--- config.mk ---
export PLATFORM = sky130hd
export DESIGN_NAME = digital_pll_sequencer
export DESIGN_NICKNAME = d
export VERILOG_FILES = /design/src/rtl/digital_pll_sequencer.sv
export SDC_FILE = /design/constraint.sdc
export NUM_CORES = 1
export LEC_CHECK = 0
export BUFFER_PORTS_ARGS = -buffer_cell sky130_fd_sc_hd__buf_4
export CAP_MARGIN = 20
export CORE_MARGIN = 3
export CORE_UTILIZATION = 42
export DETAILED_ROUTE_END_ITERATION = 12
export GPL_TIMING_DRIVEN = 0
export PLACE_DENSITY_LB_ADDON = 0.12
export SLEW_MARGIN = 20
export SYNTH_ARGS = -nofsm -noshare
export SYNTH_HDL_FRONTEND = slang
export SYNTH_SLANG_ARGS = --single-unit
--- constraint.sdc ---
create_clock -name clock -period 7.4 [get_ports clock]
set_input_delay 0.37 -clock clock [delete_from_list [all_inputs] [get_ports clock]]
set_output_delay 0.37 -clock clock [all_outputs]
set_load 0.01 [all_outputs]
--- src/rtl/digital_pll_sequencer.sv ---
// rtl/digital_pll_sequencer.sv - startup/shutdown sequencer for the digital PLL
module digital_pll_sequencer #(
  parameter int WAIT_W      = 16,
  parameter int ACK_TIMEOUT = 1023
) (
  input  logic              clock,
  input  logic              resetb,
  input  logic              cfg_start,
  input  logic              cfg_dco,
  input  logic [4:0]        cfg_div,
  input  logic [25:0]       cfg_trim,
  input  logic [7:0]        cfg_ramp_interval,
  input  logic [WAIT_W-1:0] cfg_settle,
  input  logic              sel_ack,
  output logic              pll_enable,
  output logic              pll_resetb,
  output logic              pll_dco,
  output logic [4:0]        pll_div,
  output logic [25:0]       pll_trim,
  output logic              sel_pll,
  output logic              ready,
  output logic              fault,
  output logic [2:0]        state
);

  // One shared in-state counter must cover the settle count, the ack
  // timeout and the ramp interval.
  localparam int TO_W  = $clog2(ACK_TIMEOUT + 1);
  localparam int MAX_A = (WAIT_W > TO_W) ? WAIT_W : TO_W;
  localparam int CNT_W = (MAX_A > 8) ? MAX_A : 8;

  typedef enum logic [2:0] {
    S_OFF      = 3'd0,
    S_RESET    = 3'd1,
    S_RAMP     = 3'd2,
    S_SETTLE   = 3'd3,
    S_SWITCH   = 3'd4,
    S_RUN      = 3'd5,
    S_UNSWITCH = 3'd6,
    S_FAULT    = 3'd7
  } state_t;

  state_t cur, nxt;

  logic              dco_q;
  logic [4:0]        div_q;
  logic [25:0]       trim_q;
  logic [7:0]        ramp_q;
  logic [WAIT_W-1:0] settle_q;
  logic [CNT_W-1:0]  cnt;
  logic [25:0]       mask;

  logic [WAIT_W-1:0] settle_last;
  logic              ramp_tick;
  logic              timeout;

  // A settle value of 0 behaves like 1, so the last count is 0 either way
  assign settle_last = (settle_q == '0) ? '0 : settle_q - 1'b1;
  assign ramp_tick   = (cnt == CNT_W'(ramp_q));
  assign timeout     = (cnt == CNT_W'(ACK_TIMEOUT - 1));

  assign state = cur;

  logic              enable_d;
  logic              resetb_d;
  logic              dco_d;
  logic [4:0]        div_d;
  logic [25:0]       trim_d;
  logic              sel_d;
  logic              ready_d;
  logic              fault_d;

  // State register
  always_ff @(posedge clock) begin
    if (!resetb) cur <= S_OFF;
    else         cur <= nxt;
  end

  // Next-state logic; ack is looked at before a dropped start request
  always_comb begin
    nxt = cur;
    case (cur)
      S_OFF:      if (cfg_start) nxt = S_RESET;
      S_RESET: begin
        if (!cfg_start)               nxt = S_OFF;
        else if (cnt == CNT_W'(3))    nxt = dco_q ? S_RAMP : S_SETTLE;
      end
      S_RAMP: begin
        if (!cfg_start)               nxt = S_OFF;
        else if (&mask)               nxt = S_SETTLE;
      end
      S_SETTLE: begin
        if (!cfg_start)                         nxt = S_OFF;
        else if (cnt == CNT_W'(settle_last))    nxt = S_SWITCH;
      end
      S_SWITCH: begin
        if (sel_ack)                  nxt = S_RUN;
        else if (!cfg_start)          nxt = S_UNSWITCH;
        else if (timeout)             nxt = S_FAULT;
      end
      S_RUN:      if (!cfg_start) nxt = S_UNSWITCH;
      S_UNSWITCH: begin
        if (!sel_ack)                 nxt = S_OFF;
        else if (timeout)             nxt = S_FAULT;
      end
      S_FAULT:    if (!cfg_start) nxt = S_OFF;
      default:    nxt = S_OFF;
    endcase
  end

  // Output decode from the current state and latched config
  always_comb begin
    enable_d = 1'b0;
    resetb_d = 1'b0;
    dco_d    = 1'b0;
    div_d    = 5'd0;
    trim_d   = 26'd0;
    sel_d    = 1'b0;
    ready_d  = 1'b0;
    fault_d  = 1'b0;
    case (cur)
      S_RESET: begin
        enable_d = 1'b1;
        dco_d    = dco_q;
        div_d    = div_q;
        trim_d   = trim_q & mask;
      end
      S_RAMP, S_SETTLE, S_SWITCH, S_RUN, S_UNSWITCH: begin
        enable_d = 1'b1;
        resetb_d = 1'b1;
        dco_d    = dco_q;
        div_d    = div_q;
        trim_d   = trim_q & mask;
        sel_d    = (cur == S_SWITCH) || (cur == S_RUN);
        ready_d  = (cur == S_RUN);
      end
      S_FAULT:  fault_d = 1'b1;
      default:  ;
    endcase
  end

  // Registered outputs
  always_ff @(posedge clock) begin
    if (!resetb) begin
      pll_enable <= 1'b0;
      pll_resetb <= 1'b0;
      pll_dco    <= 1'b0;
      pll_div    <= 5'd0;
      pll_trim   <= 26'd0;
      sel_pll    <= 1'b0;
      ready      <= 1'b0;
      fault      <= 1'b0;
    end else begin
      pll_enable <= enable_d;
      pll_resetb <= resetb_d;
      pll_dco    <= dco_d;
      pll_div    <= div_d;
      pll_trim   <= trim_d;
      sel_pll    <= sel_d;
      ready      <= ready_d;
      fault      <= fault_d;
    end
  end

  // Config capture at start, in-state counter and trim ramp mask
  always_ff @(posedge clock) begin
    if (!resetb) begin
      dco_q    <= 1'b0;
      div_q    <= 5'd0;
      trim_q   <= 26'd0;
      ramp_q   <= 8'd0;
      settle_q <= '0;
      cnt      <= '0;
      mask     <= 26'd0;
    end else begin
      if (cur == S_OFF && cfg_start) begin
        dco_q    <= cfg_dco;
        div_q    <= cfg_div;
        trim_q   <= cfg_trim;
        ramp_q   <= cfg_ramp_interval;
        settle_q <= cfg_settle;
      end
      if (nxt != cur)                   cnt <= '0;
      else if (cur == S_RAMP && ramp_tick) cnt <= '0;
      else                              cnt <= cnt + CNT_W'(1);
      case (cur)
        S_OFF, S_RESET: mask <= 26'd0;
        S_RAMP:         if (ramp_tick) mask <= {mask[24:0], 1'b1};
        default:        ;
      endcase
    end
  end

endmodule

======== After elaboration in Yosys (flattened, before gate mapping) ========
Index checks and enable logic that the tools add are counted.
cells by class
  multiplexer cells ....................... 21
  reduce and logical (&&, ||, !) cells .... 14
  $add $sub $neg .......................... 2
  bitwise gates (word level) .............. 2
  equality and inequality tests ........... 13
operators by type and width
  cell                                                                     count
  26-bit case mux with 2 select lines                                      1
  3-bit two-way mux                                                        13
  26-bit bitwise AND                                                       1
  26-bit two-way mux                                                       1
  26-bit AND reduction                                                     1
  3-bit case mux with 8 select lines                                       1
  16-bit by 1-bit adder with 16-bit output, second input constant          1
  16-bit by 10-bit equality test with 1-bit output, second input constant  1
  16-bit equality test                                                     1
  16-bit by 2-bit equality test with 1-bit output, second input constant   1
  16-bit by 8-bit equality test with 1-bit output                          1
  16-bit zero test                                                         1
  16-bit two-way mux                                                       1
  16-bit by 1-bit subtractor with 16-bit output, second input constant     1
  3-bit equality test, second input constant                               4
  3-bit by 2-bit equality test with 1-bit output, second input constant    2
  2-bit AND reduction                                                      3
  6-bit OR reduction                                                       1
  5-bit OR reduction                                                       1
  1-bit two-way mux                                                        4
  3-bit by 1-bit equality test with 1-bit output, second input constant    1
  3-bit zero test                                                          1
  3-bit != test                                                            1
  3-bit OR reduction                                                       1
  other kinds (6)                                                          7
storage, ports and cells
  bits of input ports ..................... 60
  output and inout port bits .............. 40
  register bits ........................... 138
  word-level logic and storage cells ...... 68

======== Longest topological paths before layout ========
Gate-level depths: netlist of run 1.
  word-level depth ........................ 8
  depth in mapped cells ................... 12

======== Worst setup path after synthesis of run 1 ========
Ideal clock, no wire load.
  path kind ............................... reg2reg
  start point ............................. reg settle_q[0]
  end point ............................... reg cnt[11]
  path buffers ............................ 2
  path slack .............................. 4,365 ps
  library setup time ...................... 115 ps
  arrival ................................. 2,920 ps
  stages on the path, launching flop included .. 13
  data required time ...................... 7,285 ps
  path through ............................ dfxtp_1 inv_1 ha_1 or3b_4 buf_6 or3_1 a2111oi_2 nor2_2 a2111oi_2 nand4_1 a31oi_4 buf_6 nor2_2
between the ends
  longest elaborated chain between the ends .. 8
  elaborated cells between the ends (all ways) .. 9
  classes of those cells .................. 1 x add/sub; 2 x eq/ne; 4 x mux; 2 x reduce/logical
RTL lines
  item                                                                               line  text
  start: declaration                                                                 49    logic [WAIT_W-1:0] settle_q;
  start signal: assignment                                                           181   settle_q <= cfg_settle;
  16-bit by 1-bit subtractor with 16-bit output or 16-bit zero test (tied branches)  58    assign settle_last = (settle_q == '0) ? '0 : settle_q - 1'b1;
  16-bit two-way mux *                                                               58
  16-bit equality test *                                                             94    else if (cnt == CNT_W'(settle_last)) nxt = S_SWITCH;
  3-bit two-way mux *                                                                94
  3-bit two-way mux *                                                                93    if (!cfg_start) nxt = S_OFF;
  3-bit case mux with 8 select lines *                                               82    case (cur)
  3-bit != test *                                                                    183   if (nxt != cur) cnt <= '0;
  3-bit OR reduction (no source line) *                                              -
  end signal: assignment                                                             185   else cnt <= cnt + CNT_W'(1);
  end: declaration                                                                   50    logic [CNT_W-1:0] cnt;
Every way passes the cells marked *; elsewhere a longest branch is shown, timed or not.
A chain may end at the register's enable or synchronous reset.

======== Worst setup path after layout of run 1 ========
  start point ............................. reg settle_q[0]
  end point ............................... reg cnt[0]
Same word-level chain as after synthesis.

==> impl_metrics.py, run 1 <==
metrics = {
    "floorplan": {
        "fp-row-count": 42,
        "core_region_area_sq_um": 13500,
        "dieWidth_um": 124,
        "num_io_pins": 100,
        "start_util": 0.435,
        "dieArea_sq_um": 15400,
        "die_h_um": 124,
    },
    "worst_setup_path": {
        "path_max_fanout": 10,
        "critical_setup_path_class": "reg -> reg",
        "critPathSlowestCell": "a2111oi_2",
        "critPathCaptureType": "register",
        "cp.required_ps": 7690,
        "timing.critical_path.arrival_ps": 3690,
        "worstPathCellList": "inv_1 > ha_1 > or3b_4 > buf_6 > or3_1 > a2111oi_2 > nor2_2 > a2111oi_2 > nand4_1 > a31oi_4 > buf_6 > nor2_2",
        "cpPeakStageDelay_ps": 440,
        "crit_path_start_kind": "register",
    },
    "synth": {
        "synth_sequential_area_ratio": 0.472,
        "synth_unique_cells": 60,
        "synthesized_flop_and_latch_total": 138,
        "synthDominantCellAreaShare": 0.472,
        "synth_fp_nets": 743,
        "ys.warnings.count": 0,
        "ys_async_sr_fraction": 0,
        "synthTopCellsByArea": "dfxtp_1, nand2_1, a21oi_1",
        "syn-instance-count": 680,
        "top_count_cell_post_synth": "dfxtp_1",
        "synth_area_leader_cell": "dfxtp_1",
        "synth_ff_type": "dfxtp_1",
        "avgSynthCellArea_sq_um": 8.60,
        "synth.cell_area_sq_um": 5850,
        "number_of_flops_mapped_to_enable_cells_by_yosys": 0,
        "netlist_top_cells_count": "dfxtp_1, nand2_1, a21oi_1, clkbuf_1, and3_1",
    },
    "grt": {
        "number_of_antenna_violations_at_the_first_check_in_global_routing": 0,
        "grt_pass1_wl_um": 25100,
        "gr-usage-all-layers": 0.209,
        "grt_max_degree": 17,
        "grt_overflow_total": 0,
        "first_global_vias": 5059,
    },
    "power_and_ir_drop": {
        "leakagePower_nw": 2.97,
        "p_int_w": 0.00136,
        "power.ir.vdd_worst_mv": 0.147,
        "netSwitchingFraction": 0.245,
        "powerDensity_nw_per_um2": 243,
        "power_frac_seq": 0.434,
        "power.share.clock": 0.459,
        "p_sw_w": 0.000441,
        "comb_power_share": 0.107,
    },
    "timing": {
        "fin_setup_tns_ps": 0,
        "worst_clock_skew_ps": 6.63,
        "time_the_worst_path_needs_with_i_o_delays_and_setup_ps": 3400,
        "grt_setup_unrepaired": "false",
        "timing.final.hold_violations": 0,
        "transition_time_at_the_pin_with_the_least_slew_margin_ps": 952,
        "maxSlewHeadroom": 0.359,
        "timing.final.crit_share": 0.459,
        "finalSetupViolations": 0,
        "report.final.slew_viol_count": 0,
        "maxClockFrequency_mhz": 294,
    },
    "outcome": {
        "run_status": "finished, final reports clean",
    },
    "clock_tree": {
        "tritoncts.num_buffers": 17,
        "htree_num_levels": 4,
        "cts_buffer_depth": 2,
        "cts.reportedPaths.clkPinSlew_ps": 60,
        "cts_setup_buffers": 0,
        "cts_num_sinks": 138,
        "clock_tree.root_cell": "clkbuf_16",
        "clock_insertion_delay_worst_skew_ps": 410,
        "ctsHoldBuffers": 0,
        "cts_tree": "yes",
        "number_of_gates_resized_after_cts": 0,
    },
    "routing": {
        "avgRoutedWirePerCell_um": 15.6,
        "remaining_design_rule_violation_count": 0,
        "met3_wirelength_um": 788,
        "drt_first_iter_violations": 386,
        "vias": 5262,
        "highest_signal_layer_in_the_routed_design": "met4",
        "routed_wl_um": 15400,
        "drt_pre_antenna_iters": 4,
        "route.met2.wl_um": 7880,
        "route.detailed.vias_per_inst": 5.34,
        "wl_met1_um": 6450,
        "route.antenna.remaining_nets": 0,
    },
    "cells_and_area": {
        "antenna_cells": 0,
        "areaGrowthSynthToFinish_pct": 26.3,
        "num-nets-final": 861,
        "utilization": 0.549,
        "post_route_cells_drive_above_1_share": 0.204,
    },
    "place": {
        "gp_congestion": 0.852,
        "port_buffers": 99,
        "post-dp-hpwl_um": 11500,
    },
    "job": {
        "drv.max_cap_violation_count": 0,
    },
    "worst_hold_path": {
        "worstHoldPathType": "in -> reg",
    },
}
[power by group through the flow]
stage | logic [W] | registers (W) | clock network, W
after floorplan | 0.000129 | 0.000790 | 0
after global placement | 0.000188 | 0.000795 | 0
after detailed placement | 0.000191 | 0.000795 | 0
after CTS | 0.000192 | 0.000779 | 0.000842
after global routing | 0.000214 | 0.000781 | 0.000877
final | 0.000192 | 0.000779 | 0.000826
[cells by family after synthesis]
group	after synthesis	synth area share
compound gates	140	0.165
fa+ha+maj	3	0.00642
xor+xnor	32	0.0479
mux	1	0.00192
simple gates	309	0.266
buf+inv	57	0.0402
flops	138	0.472
[through the flow]
stage	instances	power (W)	instance area, sq um	setup WS (ps)	hold slack, ps
CTS	985	0.00181	7390	3970	189
global placement	955	0.000982	6810	4020	437
floorplan	680	0.000919	5850	4370	430
finish	985	0.00180	7390	4000	204
global route	985	0.00187	7390	3780	191
detailed placement	955	0.000987	6810	3980	442
[metal layers]
metal,track usage,up-vias
met5,0,-
met4,0.0821,0
met3,0.0518,19
met2,0.365,145
met1,0.247,2485
li1,-,2613
[cell type report]
type | count | area (sq um)
multi-input cells | 485 | 2850
well taps | 176 | 220
fillers | 1262 | 6060
plain buffers | 50 | 209
clock buffers | 20 | 457
flip-flops and latches | 138 | 2760
repair buffers | 99 | 743
clock inverters | 10 | 119
inverters | 7 | 26.3
[registers in the layout, indices dropped and copies added, names as in the netlist]
| register | flops |
|---|---|
| cnt | 16 |
| dco_q | 1 |
| div_q | 5 |
| fault | 1 |
| mask | 26 |
| pll_dco | 1 |
| pll_div | 5 |
| pll_enable | 1 |
| pll_resetb | 1 |
| pll_trim | 26 |
| ramp_q | 8 |
| ready | 1 |
| sel_pll | 1 |
| settle_q | 16 |
| state | 3 |
| trim_q | 26 |
[final timing paths]
path | from | to | slack [ps] | cells past startpoint
max | settle_q[0] | cnt[0] | 4000 | 12
min | cfg_settle[9] | settle_q[9] | 200 | 3
max reg2reg | settle_q[0] | cnt[0] | 4000 | 12
min reg2reg | trim_q[9] | trim_q[9] | 450 | 2
[critical path, delay by kind of cell, from the launching register on]
family | cells | cell delay, ps
buf+inv | 3 | 460
simple gates | 5 | 1150
compound gates | 3 | 1090
flops | 1 | 380
fa+ha+maj | 1 | 200
[placed cells by master (no fill, tap or decap), drive strengths merged, types with 4 or more instances in the layout]
master / count
dfxtp: 138
nand2: 137
buf: 111
a21oi: 68
clkbuf: 58
nor2: 39
and3: 29
a22o: 24
xnor2: 17
nand3: 16
xor2: 15
nand4: 14
nor4: 13
o21ai: 11
or3: 10
and2: 10
nor3: 8
or4: 8
inv: 8
or2: 7
a2111oi: 6
nor2b: 5
o31ai: 5
nor3b: 5
o21a: 5
clkinv: 4
Note: power is estimated with default switching activity, not from simulation.
==> run 2, diff against run 1 <==
==> constraint.sdc (replaced) <==
create_clock -name clock -period 2.8 [get_ports clock]
set_input_delay 0.14 -clock clock [delete_from_list [all_inputs] [get_ports clock]]
set_output_delay 0.14 -clock clock [all_outputs]
set_load 0.01 [all_outputs]
==> run 2 against run 1 <==
Net effect: the flow now finishes with violations (setup timing); total power grew to 2.8 times the previous value; clock power grew to 2.8 times the previous value; largest power group unchanged; wire length grew 8.2%; final area grew 13%; sequential power grew to 2.7 times the previous value; via count grew 5.0%; critical endpoint is now cnt[8]; hold slack is essentially flat; highest routed layer unchanged; register-to-register slack lost 4300 ps; critical path type unchanged; sequential share of layout area shrank 4.0 points; clock skew grew 9.5 ps; core utilization grew 7.1 points; worst setup slack lost 4300 ps.
==> impl_metrics.py, run 2 (synthesis gave the netlist of run 1 again) <==
metrics = {
    "place": {
        "post-dp-hpwl_um": 11600,
        "gp_congestion": 0.860,
        "port_buffers": 99,
    },
    "outcome": {
        "failing_checks": "setup timing",
        "run_status": "finished, violations left",
    },
    "timing": {
        "transition_time_at_the_pin_with_the_least_slew_margin_ps": 592,
        "layout_setup_ws_ps": -312,
        "hold-worst-slack_ps": 203,
        "timing.final.hold_violations": 0,
        "timing.final.crit_share": 1.11,
        "worst_clock_skew_ps": 16.2,
        "fin_setup_tns_ps": -5280,
        "maxSlewHeadroom": 0.595,
        "maxClockFrequency_mhz": 321,
        "finalSetupViolations": 19,
        "grt_setup_unrepaired": "true",
        "time_the_worst_path_needs_with_i_o_delays_and_setup_ps": 3110,
        "report.final.slew_viol_count": 0,
    },
    "grt": {
        "met2_usage": 0.405,
        "grt_pass1_wl_um": 26600,
        "gr-usage-all-layers": 0.224,
        "global_route.usage.met3": 0.0500,
        "grtUsageMet1": 0.256,
        "first_global_vias": 5441,
        "number_of_antenna_violations_at_the_first_check_in_global_routing": 0,
        "grt_max_degree": 17,
        "grt_overflow_total": 0,
        "grt-busiest-layer": "met2",
    },
    "worst_setup_path": {
        "crit_end": "cnt[8]",
        "setup.reg_to_reg.worst_slack_ps": -310,
        "crit_path_start_kind": "register",
        "critPathSlowestCell": "a2111oi_0",
        "critPathCaptureType": "register",
        "reg2reg_to": "cnt[8]",
        "reg2reg_from": "settle_q[1]",
        "cpPeakStageDelay_ps": 560,
        "crit_start": "settle_q[1]",
        "cp.required_ps": 3110,
        "worstPathCellList": "inv_2 > ha_4 > buf_4 > xor2_1 > or2_2 > a2111oi_0 > a311oi_2 > a2111oi_4 > nand4_1 > a31oi_4 > buf_12 > buf_8 > nor2_2",
        "critical_setup_path_class": "reg -> reg",
        "worstRegToRegCells": 13,
        "timing.critical_path.arrival_ps": 3420,
        "path_max_fanout": 5,
    },
    "cells_and_area": {
        "num-nets-final": 929,
        "layout_commonest_cell": "nand2_1",
        "ff_latch_area_sq_um": 2780,
        "multi_input_area_sq_um": 3030,
        "utilization": 0.620,
        "post_route_cells_drive_above_1_share": 0.240,
        "areaGrowthSynthToFinish_pct": 42.5,
        "antenna_cells": 0,
        "top_regs": "mask: 26 flops, pll_trim: 26 flops, trim_q: 26 flops",
        "n_fill_cell": 1200,
        "final_cell_mix": "nand2_1, dfxtp_1, buf_4",
    },
    "routing": {
        "route.antenna.remaining_nets": 0,
        "drt_first_iter_violations": 342,
        "vias": 5525,
        "avgRoutedWirePerCell_um": 15.8,
        "drt_pre_antenna_iters": 5,
        "routed_wl_um": 16700,
        "route.detailed.vias_per_inst": 5.24,
        "remaining_design_rule_violation_count": 0,
    },
    "floorplan": {
        "dieWidth_um": 124,
        "fp-row-count": 42,
        "dieArea_sq_um": 15400,
        "start_util": 0.435,
        "die_h_um": 124,
        "num_io_pins": 100,
        "core_region_area_sq_um": 13500,
    },
    "clock_tree": {
        "cts.reportedPaths.clkPinSlew_ps": 60,
        "cts_num_sinks": 138,
        "clock_tree.root_cell": "clkbuf_16",
        "htree_num_levels": 4,
        "cts_buffer_depth": 2,
        "tritoncts.num_buffers": 17,
        "clock_insertion_delay_worst_skew_ps": 430,
        "cts_tree": "yes",
    },
    "job": {
        "drv.max_cap_violation_count": 0,
    },
    "worst_hold_path": {
        "worstHoldPathType": "in -> reg",
    },
    "power_and_ir_drop": {
        "powerDensity_nw_per_um2": 604,
        "power_frac_seq": 0.411,
        "netSwitchingFraction": 0.250,
        "leakagePower_nw": 3.34,
        "p_sw_w": 0.00126,
        "p_int_w": 0.00378,
        "comb_power_share": 0.132,
        "power.share.clock": 0.458,
        "power.ir.vdd_worst_mv": 0.399,
    },
}
-- run 2: timing repair --
item | in CTS | in global routing
gates cloned | 1 | 0
hold buffers | 57 | 0
pin swaps | 13 | 13
resized for setup | 11 | 31
endpoints found under the setup margin | 39 | 39
endpoints found under the hold margin | 57 | 0
setup buffers | 10 | 5
-- run 2: final cells by class --
cell class	instances	share of cell area
clock inverters	12	0.0194
well taps	176	0.0264
repair buffers	172	0.176
plain buffers	45	0.0240
inverters	7	0.00345
flip-flops and latches	138	0.334
clock buffers	20	0.0536
multi-input cells	485	0.363
-- run 2: worst min path at each step --
stage | start | endpoint | slack (ps) | cells past startpoint
global placement | cfg_settle[9] | settle_q[9] | 390 | 3
finish | cfg_start | state[1] | 200 | 4
global route | cfg_start | state[1] | 210 | 4
floorplan | cfg_settle[1] | settle_q[1] | 270 | 2
detailed placement | cfg_trim[9] | trim_q[9] | 400 | 3
CTS | cfg_start | state[1] | 170 | 4
-- run 2: metrics by stage --
step / area [sq um] / total power (W) / instances / setup WS, ps
6_report: 8340 / 0.00504 / 1055 / -312
2_1_floorplan: 5910 / 0.00245 / 680 / -91.3
3_5_place_dp: 6880 / 0.00263 / 955 / -466
3_3_place_gp: 6880 / 0.00262 / 955 / -394
4_1_cts: 8210 / 0.00504 / 1053 / -290
5_1_grt: 8340 / 0.00523 / 1055 / -408
-- run 2: power groups by stage --
stage | Clock, W | Combinational (W) | Sequential, W
after floorplan | 0 | 0.000362 | 0.00209
after global placement | 0 | 0.000519 | 0.00210
after detailed placement | 0 | 0.000530 | 0.00210
after CTS | 0.00234 | 0.000632 | 0.00206
after global routing | 0.00243 | 0.000727 | 0.00207
final | 0.00230 | 0.000662 | 0.00207
-- run 2: critical path: cells and delay by family, from the launching register on --
family	cells	cell delay [ps]
DFF	1	380
adders and majority gates	1	150
buffers and inverters	4	470
AOI/OAI and AO/OA	4	1310
xor gates and xnor gates	1	170
and+or+nand+nor	3	530
-- run 2: layer usage --
layer | vias to the layer above | wire length, um
met5 | - | 0
met4 | 0 | 377
li1 | 2756 | -
met2 | 124 | 8620
met1 | 2612 | 7090
met3 | 33 | 582
==> run 3, diff against run 2 <==
--- a/config.mk
+++ b/config.mk
@@ -7,7 +7,6 @@
 export LEC_CHECK = 0
 export BUFFER_PORTS_ARGS = -buffer_cell sky130_fd_sc_hd__buf_4
 export CAP_MARGIN = 20
-export CORE_MARGIN = 3
 export CORE_UTILIZATION = 42
 export DETAILED_ROUTE_END_ITERATION = 12
 export GPL_TIMING_DRIVEN = 0
==> constraint.sdc (replaced) <==
create_clock -name clock -period 2.7 [get_ports clock]
set_input_delay 0.135 -clock clock [delete_from_list [all_inputs] [get_ports clock]]
set_output_delay 0.135 -clock clock [all_outputs]
set_load 0.01 [all_outputs]
==> run 3 against run 2 <==
Net effect: total power up 4.7%; combinational power up 1%; sequential cell count unchanged; the flow still finishes with violations (setup timing); wire length down 3.3%; highest routed layer unchanged; core utilization down 0.056 points; critical endpoint is now state[2]; count of clock-buffer cells in the layout down 2.
==> impl_metrics.py, run 3 (synthesis gave the netlist of run 1 again) <==
metrics = {
    "cells_and_area": {
        "antenna_cells": 0,
        "final-instance-count-excl-fill": 1053,
        "post_route_cells_drive_above_1_share": 0.243,
        "final_cell_mix": "nand2_1, dfxtp_1, buf_4",
        "top_regs": "mask: 26 flops, pll_trim: 26 flops, trim_q: 26 flops",
        "num-nets-final": 927,
        "layout_commonest_cell": "nand2_1",
        "areaGrowthSynthToFinish_pct": 41.9,
    },
    "power_and_ir_drop": {
        "leakagePower_nw": 3.35,
        "totalPowerFinal_w": 0.00527,
        "powerDensity_nw_per_um2": 635,
        "power.ir.vdd_worst_mv": 0.401,
    },
    "worst_hold_path": {
        "hold_depth": 3,
        "worstHoldPathType": "in -> reg",
    },
    "clock_tree": {
        "clock_tree.root_cell": "clkbuf_16",
        "cts.reportedPaths.clkPinSlew_ps": 60,
        "cts_num_sinks": 138,
        "clock_insertion_delay_worst_skew_ps": 430,
        "cts_tree": "yes",
        "htree_num_levels": 4,
        "tritoncts.num_buffers": 17,
        "cts_buffer_depth": 2,
    },
    "worst_setup_path": {
        "path_max_fanout": 4,
        "crit_path_start_kind": "register",
        "worstRegToRegCells": 11,
        "timing.critical_path.arrival_ps": 3350,
        "critical_setup_path_class": "reg -> reg",
        "cp.required_ps": 3060,
        "critPathCaptureType": "register",
    },
    "timing": {
        "fin_setup_tns_ps": -4650,
        "maxSlewHeadroom": 0.603,
        "layout_setup_ws_ps": -288,
        "transition_time_at_the_pin_with_the_least_slew_margin_ps": 596,
        "maxClockFrequency_mhz": 335,
        "finalSetupViolations": 19,
        "report.final.slew_viol_count": 0,
        "worst_clock_skew_ps": 9.57,
        "timing.final.crit_share": 1.11,
        "grt_setup_unrepaired": "true",
        "timing.final.hold_violations": 0,
        "time_the_worst_path_needs_with_i_o_delays_and_setup_ps": 2990,
    },
    "grt": {
        "first_global_vias": 5396,
        "number_of_antenna_violations_at_the_first_check_in_global_routing": 0,
        "gr-usage-all-layers": 0.233,
        "grt_pass1_wl_um": 26300,
        "grt_overflow_total": 0,
        "grt_max_degree": 17,
    },
    "floorplan": {
        "core_region_area_sq_um": 13400,
        "dieArea_sq_um": 14400,
        "die_h_um": 120,
        "fp-row-count": 42,
        "start_util": 0.437,
        "dieWidth_um": 120,
        "num_io_pins": 100,
    },
    "routing": {
        "drt_pre_antenna_iters": 5,
        "vias": 5571,
        "routed_wl_um": 16100,
        "avgRoutedWirePerCell_um": 15.3,
        "remaining_design_rule_violation_count": 0,
        "route.detailed.vias_per_inst": 5.29,
        "drt_first_iter_violations": 310,
        "route.antenna.remaining_nets": 0,
    },
    "place": {
        "gp_congestion": 0.898,
        "port_buffers": 99,
        "post-dp-hpwl_um": 11200,
        "place.detailed.instances": 955,
    },
    "outcome": {
        "run_status": "finished, violations left",
        "failing_checks": "setup timing",
    },
    "job": {
        "drv.max_cap_violation_count": 0,
    },
}
[run 3: metrics by stage]
stage	cell area [sq um]	util	hold WS (ps)	setup WS [ps]
floorplan	5910	-	263	-191
global placement	6880	0.513	385	-490
detailed placement	6880	0.513	385	-508
CTS	8280	0.618	0.763	-393
global route	8300	0.619	31.8	-400
finish	8300	0.619	18.4	-288
[run 3: layout make-up]
cell class / instances / area [sq um]
Multi-Input combinational cell: 485 / 3020
Inverter: 7 / 28.8
Tap cell: 176 / 220
Fill cell: 1200 / 5100
Buffer: 44 / 193
Clock buffer: 18 / 429
Timing Repair Buffer: 171 / 1430
Sequential cell: 138 / 2780
Clock inverter: 14 / 195
[run 3: worst max-delay path, cell delays in order, from the launching register on]
cell and delay (ps):
dfxtp_4 350, inv_4 50, ha_4 120, or3b_4 380, buf_8 140, o21ai_2 150, a21oi_1 80, or4_4 450
a2111oi_4 410, nand2_1 120, or4_4 540, a21oi_2 120
[run 3: timing repair]
item,CTS,global route
setup endpoints to repair,39,44
gates resized for setup,26,21
gates cloned,1,0
hold buffers,56,0
buffers inserted,15,1
hold endpoints to repair,56,0
pin swaps,19,8
[run 3: path summary, 6_finish.rpt]
check	end	slack (ps)	startpoint
worst max-delay path	state[2]	-290	settle_q[1]
worst max register to register	state[2]	-290	settle_q[1]
worst min-delay path	fault	20	resetb
worst min register to register	trim_q[23]	450	trim_q[23]
[run 3: report_power, final]
| group | switching (W) | internal (W) |
|---|---|---|
| Clock | 0.000908 | 0.00155 |
| Combinational | 0.000339 | 0.000330 |
| Sequential | 0.0000544 | 0.00209 |
[run 3: per-layer routing]
metal,GRT usage,vias up,wire length [um]
met5,0,-,0
met4,0.105,0,362
met3,0.0418,28,599
met2,0.410,139,8250
met1,0.274,2654,6900
li1,-,2750,-
